$ cat src/rtl/div_seq_ctrl.sv
// Control sequencer for the shared iterative radix-2 divider (DIV/DIVU/REM/REMU).
// Optional build macro DIV_EARLY_OUT_EN: unsigned ops skip leading-zero iterations of rs1.
module div_seq_ctrl #(
    parameter int XLEN = 32,
    parameter int CW   = $clog2(XLEN)
) (
    input  logic          clk,
    input  logic          reset,
    input  logic          issue_v,
    input  logic [2:0]    funct3,
    input  logic [4:0]    rd,
    input  logic          rs2_zero,
    input  logic          ovf,
    input  logic          rs1_neg,
    input  logic          rs2_neg,
    input  logic [CW:0]   rs1_lz,
    input  logic          flush,
    input  logic          wb_ready,
    output logic          stall,
    output logic          load,
    output logic          step,
    output logic [CW-1:0] count,
    output logic          fix,
    output logic [2:0]    sel,
    output logic          wb_v,
    output logic [4:0]    wb_rd
);

    typedef enum logic [2:0] {
        S_IDLE = 3'd0,
        S_LOAD = 3'd1,
        S_ITER = 3'd2,
        S_FIX  = 3'd3,
        S_WB   = 3'd4
    } state_t;

    localparam logic [2:0]    SEL_Q    = 3'd0;
    localparam logic [2:0]    SEL_REM  = 3'd1;
    localparam logic [2:0]    SEL_ONES = 3'd2;
    localparam logic [2:0]    SEL_RS1  = 3'd3;
    localparam logic [2:0]    SEL_ZERO = 3'd4;
    localparam logic [CW-1:0] LAST_CNT = CW'(XLEN - 1);

    state_t        state_q, state_d;
    logic [CW-1:0] count_q, count_d;
    logic [2:0]    sel_q, sel_d;
    logic [4:0]    wb_rd_q, wb_rd_d;
    logic          need_fix_q, need_fix_d;

    logic          is_rem_s;
    logic          is_signed_s;
    logic [CW-1:0] start_cnt_s;
    logic          unused_ok_s;

    assign is_rem_s    = funct3[1];
    assign is_signed_s = ~funct3[0];

`ifdef DIV_EARLY_OUT_EN
    localparam logic [CW:0] LZ_CAP = (CW + 1)'(XLEN - 1);

    // First iteration index for unsigned ops: skip rs1's leading zeros, capped at the last index
    always_comb begin
        start_cnt_s = '0;
        if (funct3[0] && (rs1_lz != '0)) begin
            if (rs1_lz > LZ_CAP) begin
                start_cnt_s = LAST_CNT;
            end else begin
                start_cnt_s = rs1_lz[CW-1:0];
            end
        end else begin
            start_cnt_s = '0;
        end
    end

    assign unused_ok_s = funct3[2];
`else
    assign start_cnt_s = '0;
    assign unused_ok_s = ^{funct3[2], rs1_lz};
`endif

    // Next-state and held-field logic; flush always wins over any forward progress
    always_comb begin
        state_d    = state_q;
        count_d    = count_q;
        sel_d      = sel_q;
        wb_rd_d    = wb_rd_q;
        need_fix_d = need_fix_q;
        case (state_q)
            S_IDLE: begin
                if (issue_v && !flush) begin
                    wb_rd_d    = rd;
                    need_fix_d = is_signed_s & ~rs2_zero
                               & (is_rem_s ? rs1_neg : (rs1_neg ^ rs2_neg));
                    if (rs2_zero) begin
                        sel_d   = is_rem_s ? SEL_RS1 : SEL_ONES;
                        count_d = '0;
                        state_d = S_WB;
                    end else if (ovf && is_signed_s) begin
                        sel_d   = is_rem_s ? SEL_ZERO : SEL_RS1;
                        count_d = '0;
                        state_d = S_WB;
                    end else begin
                        sel_d   = is_rem_s ? SEL_REM : SEL_Q;
                        count_d = start_cnt_s;
                        state_d = S_LOAD;
                    end
                end else begin
                    state_d = S_IDLE;
                end
            end
            S_LOAD: begin
                if (flush) begin
                    count_d = '0;
                    state_d = S_IDLE;
                end else begin
                    state_d = S_ITER;
                end
            end
            S_ITER: begin
                if (flush) begin
                    count_d = '0;
                    state_d = S_IDLE;
                end else if (count_q == LAST_CNT) begin
                    count_d = '0;
                    state_d = need_fix_q ? S_FIX : S_WB;
                end else begin
                    count_d = count_q + CW'(1);
                end
            end
            S_FIX: begin
                if (flush) begin
                    state_d = S_IDLE;
                end else begin
                    state_d = S_WB;
                end
            end
            S_WB: begin
                if (flush || wb_ready) begin
                    state_d = S_IDLE;
                end else begin
                    state_d = S_WB;
                end
            end
            default: begin
                count_d = '0;
                state_d = S_IDLE;
            end
        endcase
    end

    // State and held-field registers
    always_ff @(posedge clk) begin
        if (reset) begin
            state_q    <= S_IDLE;
            count_q    <= '0;
            sel_q      <= 3'd0;
            wb_rd_q    <= 5'd0;
            need_fix_q <= 1'b0;
        end else begin
            state_q    <= state_d;
            count_q    <= count_d;
            sel_q      <= sel_d;
            wb_rd_q    <= wb_rd_d;
            need_fix_q <= need_fix_d;
        end
    end

    // Datapath strobes are killed in the flush cycle itself so a flushed WB never retires
    assign stall = (state_q != S_IDLE) | issue_v;
    assign load  = (state_q == S_LOAD) & ~flush;
    assign step  = (state_q == S_ITER) & ~flush;
    assign fix   = (state_q == S_FIX) & ~flush;
    assign wb_v  = (state_q == S_WB) & ~flush;
    assign count = count_q;
    assign sel   = sel_q;
    assign wb_rd = wb_rd_q;

endmodule

$ cat config.mk
export PLATFORM = sky130hd
export DESIGN_NAME = div_seq_ctrl
export DESIGN_NICKNAME = d
export VERILOG_FILES = /design/src/rtl/div_seq_ctrl.sv
export SDC_FILE = /design/constraint.sdc
export NUM_CORES = 1
export LEC_CHECK = 0
export ABC_CLOCK_PERIOD_IN_PS = 1960
export CAP_MARGIN = 5
export CORE_UTILIZATION = 25
export DETAILED_ROUTE_END_ITERATION = 8
export GPL_TIMING_DRIVEN = 0
export SLEW_MARGIN = 15
export SYNTH_ARGS = -nofsm -noshare
export SYNTH_HDL_FRONTEND = slang
export SYNTH_SLANG_ARGS = --single-unit
$ cat constraint.sdc
create_clock -name clk -period 1.96 [get_ports clk]
set_clock_uncertainty 0.15 [all_clocks]
set_input_delay 0.196 -clock clk [delete_from_list [all_inputs] [get_ports clk]]
set_output_delay 0.196 -clock clk [all_outputs]
set_load 0.05 [all_outputs]
# Word-level counts from Yosys, hierarchy flattened
# Cells that the tools add are included.
# Widths: inputs -> output; s select.
[totals]
output_inout_bits = 18
ff_bits = 17
in_bits = 23
wordCells = 56
[op_classes]
reduce_logical = 9
add_sub_neg = 1
bitwise_logic = 12
n_eq_ne = 8
n_mux = 21
[op_table]
columns = ["op", "n"]
rows = [
  ["$mux 3", 11],
  ["$mux 5", 4],
  ["$pmux 5 s4", 1],
  ["$pmux 3 s5", 1],
  ["$and 1x1->1", 6],
  ["$eq 3x2->1 const B", 2],
  ["$add 5x1->5 const B", 1],
  ["$eq 5x5->1 const B", 1],
  ["$ne 2x2->1 const B", 2],
  ["$not 1->1", 4],
  ["$eq 3x1->1 const B", 1],
  ["$eq 3x3->1 const B", 1],
  ["$logic_not 3->1", 1],
  ["$mux 1", 3],
  ["$ne 3x3->1 const B", 1],
  ["$reduce_and 3->1", 1],
  ["$reduce_bool 3->1", 1],
  ["$logic_and 1x1->1", 2],
  ["$mux 2", 1],
  ["$reduce_and 2->1", 1],
  ["$reduce_or 2->1", 1],
  ["$logic_not 1->1", 1],
  ["$logic_or 1x1->1", 1],
  ["$or 1x1->1", 1],
  ["$xor 1x1->1", 1],
]

# Longest topological paths before layout
[depth]
ltp_word = 6
depth_mapped = 7

# Worst setup path before layout
# No wires, ideal clock.
[synth_path]
path_kind = "register -> register"
from = "register count_q[0] (netlist: count[0])"
to = "register count_q[2] (netlist: count[2])"
arrival_ns = 1.722
setup_slack_ns = -0.032
n_path_buf = 0
setup_ns = 0.120
path_stages_with_launch = 8
path_cell_list = "dfxtp_1 -> ha_1 -> and3_1 -> ha_1 -> nor2_1 -> nand2_1 -> nor3b_1 -> a211o_1"
[synth_via]
elab_chain_len = 4
word_cells_on_any_way = 5
[synth_lines]
columns = ["item", "line_no", "source"]
rows = [
  ["start, declared", "45", "logic [CW-1:0] count_q, count_d;"],
  ["start signal, assigned", "161", "count_q <= count_d;"],
  ["$add 5x1->5 or $eq 5x5->1 (tied branches)", "127, 123", ""],
  ["$mux 5 *", "123", "end else if (count_q == LAST_CNT) begin"],
  ["$mux 5 *", "120", "if (flush) begin"],
  ["$pmux 5 s4 *", "88", "case (state_q)"],
]
# Mark *: on every way between the ends. The rest lies on a longest branch, timed or not.
# A chain may end at the register's enable or synchronous reset.

# Worst setup path after layout
[layout_path]
from = "input port flush"
to = "output port fix"
[layout_via]
elab_chain_len = 2
[layout_lines]
columns = ["item", "line_no", "source"]
rows = [
  ["start, declared", "17", "input logic flush,"],
  ["$not 1->1", "172", "assign fix = (state_q == S_FIX) & ~flush;"],
  ["$and 1x1->1", "172", ""],
  ["end, declared", "23", "output logic fix,"],
]
# No other way between the ends.

==> results.txt <==
Synthesis-stage register bit count - 17
Syn nets - 133
Crit path max-delay cell type - clkdlybuf4s50_1
CTS sink cnt - 17
Clock-pin slew on the worst setup and hold paths - 0.10 ns
Final cycle utilization of the critical path - 96.69%
Hold Startpoint - sel[2]$_SDFFE_PP0P_
Post-Syn Instances - 106
Initial antenna violation count - 0
Post-synth top cells - dfxtp_1 (17), nand2_1 (15), nor2_1 (15)
Sequential area share after synthesis - 38.86%
First-pass GRT wire length - 3408 um
DRT iter0 DRCs - 26
R2R depth - 5
Synth area leaders - dfxtp_1 (39%), nand2_1 (6.4%), nor2_1 (6.4%)
Count leader, synth - dfxtp_1
Combinational share of power - 23.2%
Max_slew headroom - 65.71%
Reg2Reg Setup Slack - 0.20 ns
Critical R2R Capture - count[2]$_SDFFE_PP0P_
Post-synth top flop - dfxtp_1
Synth top area share - 38.86%
Num ports - 41
Global routing met2 resource utilization - 20.03%
Fmax achieved - 527.7 MHz
EDFF count, synth - 0
Port bufs - 33
P_int - 0.0005044 W
# diodes - 0
Setup TNS Final - 0 ns
DR vias - 854
Clock Latency Late Sink - 0.28 ns
DIE WIDTH - 61.19 um
Power share of the clock group - 25.2%
Dpl hpwl - 1630 um
Drt wl/cell - 10.74 um
Initial core utilization - 26.25%
Die span in y - 61.19 um
Biggest area consumer among synthesized cells - dfxtp_1
Setup crit end kind - output port
Tmin final - 1.895 ns
Sw power - 0.0001959 W
Global routing's busiest layer - met2
Clock root cell - clkbuf_4
Htree depth - 1
Worst path cell trace - clkdlybuf4s50_1 > nor2_1 > and3_1 > clkdlybuf4s15_2
Max cap viols - 0
FFs w/ async S/R, synth - 0%
Power Density - 544.5 nW/um^2
Routed wire length - 2030 um
WHS Path Cells - 2
Final setup viols - 0
Total grt overflow - 0
Row cnt - 21
CORE AREA - 3337 um^2
Data arrival, critical path - 1.55 ns
Final RePlAce weighted congestion - 0.7880
CTS tree - yes
Crit path largest cell delay - 0.57 ns
Sw Ratio - 27.98%
Drc violations - 0
Antenna Nets Post-Route - 0
Startpoint types - input pin
Die area - 3744 um^2
R2R Path Start - state_q[2]$_SDFFE_PP0P_
Slew at the pin closest to its max-slew limit - 0.5127 ns
Worst Path Max Fanout - 8
Peak VDD IR - 0.3304 mV
Final hold vios - 0
Worst Hold Path EP - sel[2]$_SDFFE_PP0P_
Hold slack - 0.3083 ns
LEAKAGE - 0.5155 nW
RSZ-0062 raised after global routing - false
Seq pwr share - 51.6%
Kind of critical path - input pin to output port
WP data required - 1.61 ns
Count of cell types in the netlist - 31
Post-CTS setup buffers - 0
Status - finished clean
Post-CTS Hold Fix Bufs - 0
Vias in the first global route - 812
Total CTS buffers - 3
Clock buffer depth - 2
Final Slew Violations - 0
Met3 GRT Util - 3.992%
DR vias/cell - 4.519
Synthesized area per cell - 8.263 um^2
Share of cells above drive strength 1 - 11.19%
Nets - 171
1st-pass router iterations - 4
Mapped Area - 875.8 um^2
Synthesis-to-layout area growth - 46.86%
Met1 usage - 15.18%
GRT Resource Usage Total - 12.09%
Largest net degree at the start of global routing - 11
Warnings from Yosys - 0
HP Class - register to register
Pwr Total - 0.0007003 W
placed cells by master, fill, tap and decap left out, drive strengths merged, types with 2 or more instances in the layout:
cell type / synthesis / final
dfxtp: 17 / 17
a21o: 2 / 2
ha: 4 / 4
nor3b: 2 / 2
a22oi: 3 / 3
nand2: 15 / 15
inv: 4 / 4
or3b: 2 / 2
nor3: 4 / 4
nand3: 2 / 2
a211oi: 2 / 2
clkdlybuf4s15: 0 / 2
and3: 4 / 4
nor2b: 4 / 4
nor2: 15 / 15
clkdlybuf4s50: 0 / 28
buf: 3 / 5
clkbuf: 2 / 6
a21oi: 9 / 9
stage by stage:
step | utilization, % | cell area, um^2 | instances | worst slack [ns]
after global routing | 38.55 | 1286 | 189 | 0.001605
after global placement | 37.95 | 1266 | 185 | -0.4663
final | 38.55 | 1286 | 189 | 0.06497
after floorplan | - | 878.3 | 106 | 0.004302
after CTS | 38.47 | 1284 | 189 | 0.04002
after detailed placement | 37.95 | 1266 | 185 | -0.4548
routing by layer:
metal  vias up  share of wire, %
met3         2               7.6
met1       380                45
met4         0              0.79
met2        27                46
met5         -                 0
li1        445                 -
cells by family after synthesis:
family,count (synthesis),share of synthesized area [%]
AND/OR/NAND/NOR,54,33.14
AO/OA/AOI/OAI,21,16.28
flip-flops,17,38.86
buffers and inverters,9,5.000
adder cells (fa/ha/maj),4,5.715
XOR/XNOR,1,1.000
flip-flops by register name (all words and copies together), names as in the netlist:
name,count
sel,3
count,5
need_fix_q,1
wb_rd,5
state_q,3
power by group through the flow:
stage | clock network, W | logic (W) | registers (W)
final | 0.000176 | 0.000163 | 0.000361
after global routing | 0.000207 | 0.000177 | 0.000363
after CTS | 0.000187 | 0.000164 | 0.000362
after detailed placement | 0 | 0.000165 | 0.000369
after global placement | 0 | 0.000163 | 0.000369
after floorplan | 0 | 0.0000637 | 0.000399
worst max path at each step:
| stage | startpoint | to | depth (start not counted) |
|---|---|---|---|
| finish | flush | fix | 4 |
| global route | flush | fix | 4 |
| CTS | state_q[0]$_SDFFE_PP0P_ | stall | 4 |
| detailed placement | flush | step | 3 |
| global placement | flush | step | 3 |
| floorplan | state_q[0]$_SDFFE_PP0P_ | count[2]$_SDFFE_PP0P_ | 5 |
critical path: cells and delay by family:
family | cells | cell delay [ns]
and+or+nand+nor | 2 | 0.42
buffers and inverters | 2 | 0.93
area by class of cell:
type,instances,area [um^2]
fillers,373,2051
flip-flops and latches,17,342.8
clock buffers,4,26.28
repair buffers,33,321.6
plain buffers,5,28.78
inverters,4,15.01
multi-input cells,80,494.2
well taps,46,57.56
timing repair:
item,CTS,global route
gates resized for setup,17,1
pin swaps,0,0
setup endpoints to repair,5,1
gates cloned,0,0
No activity file was read; power rests on OpenSTA's default activity.
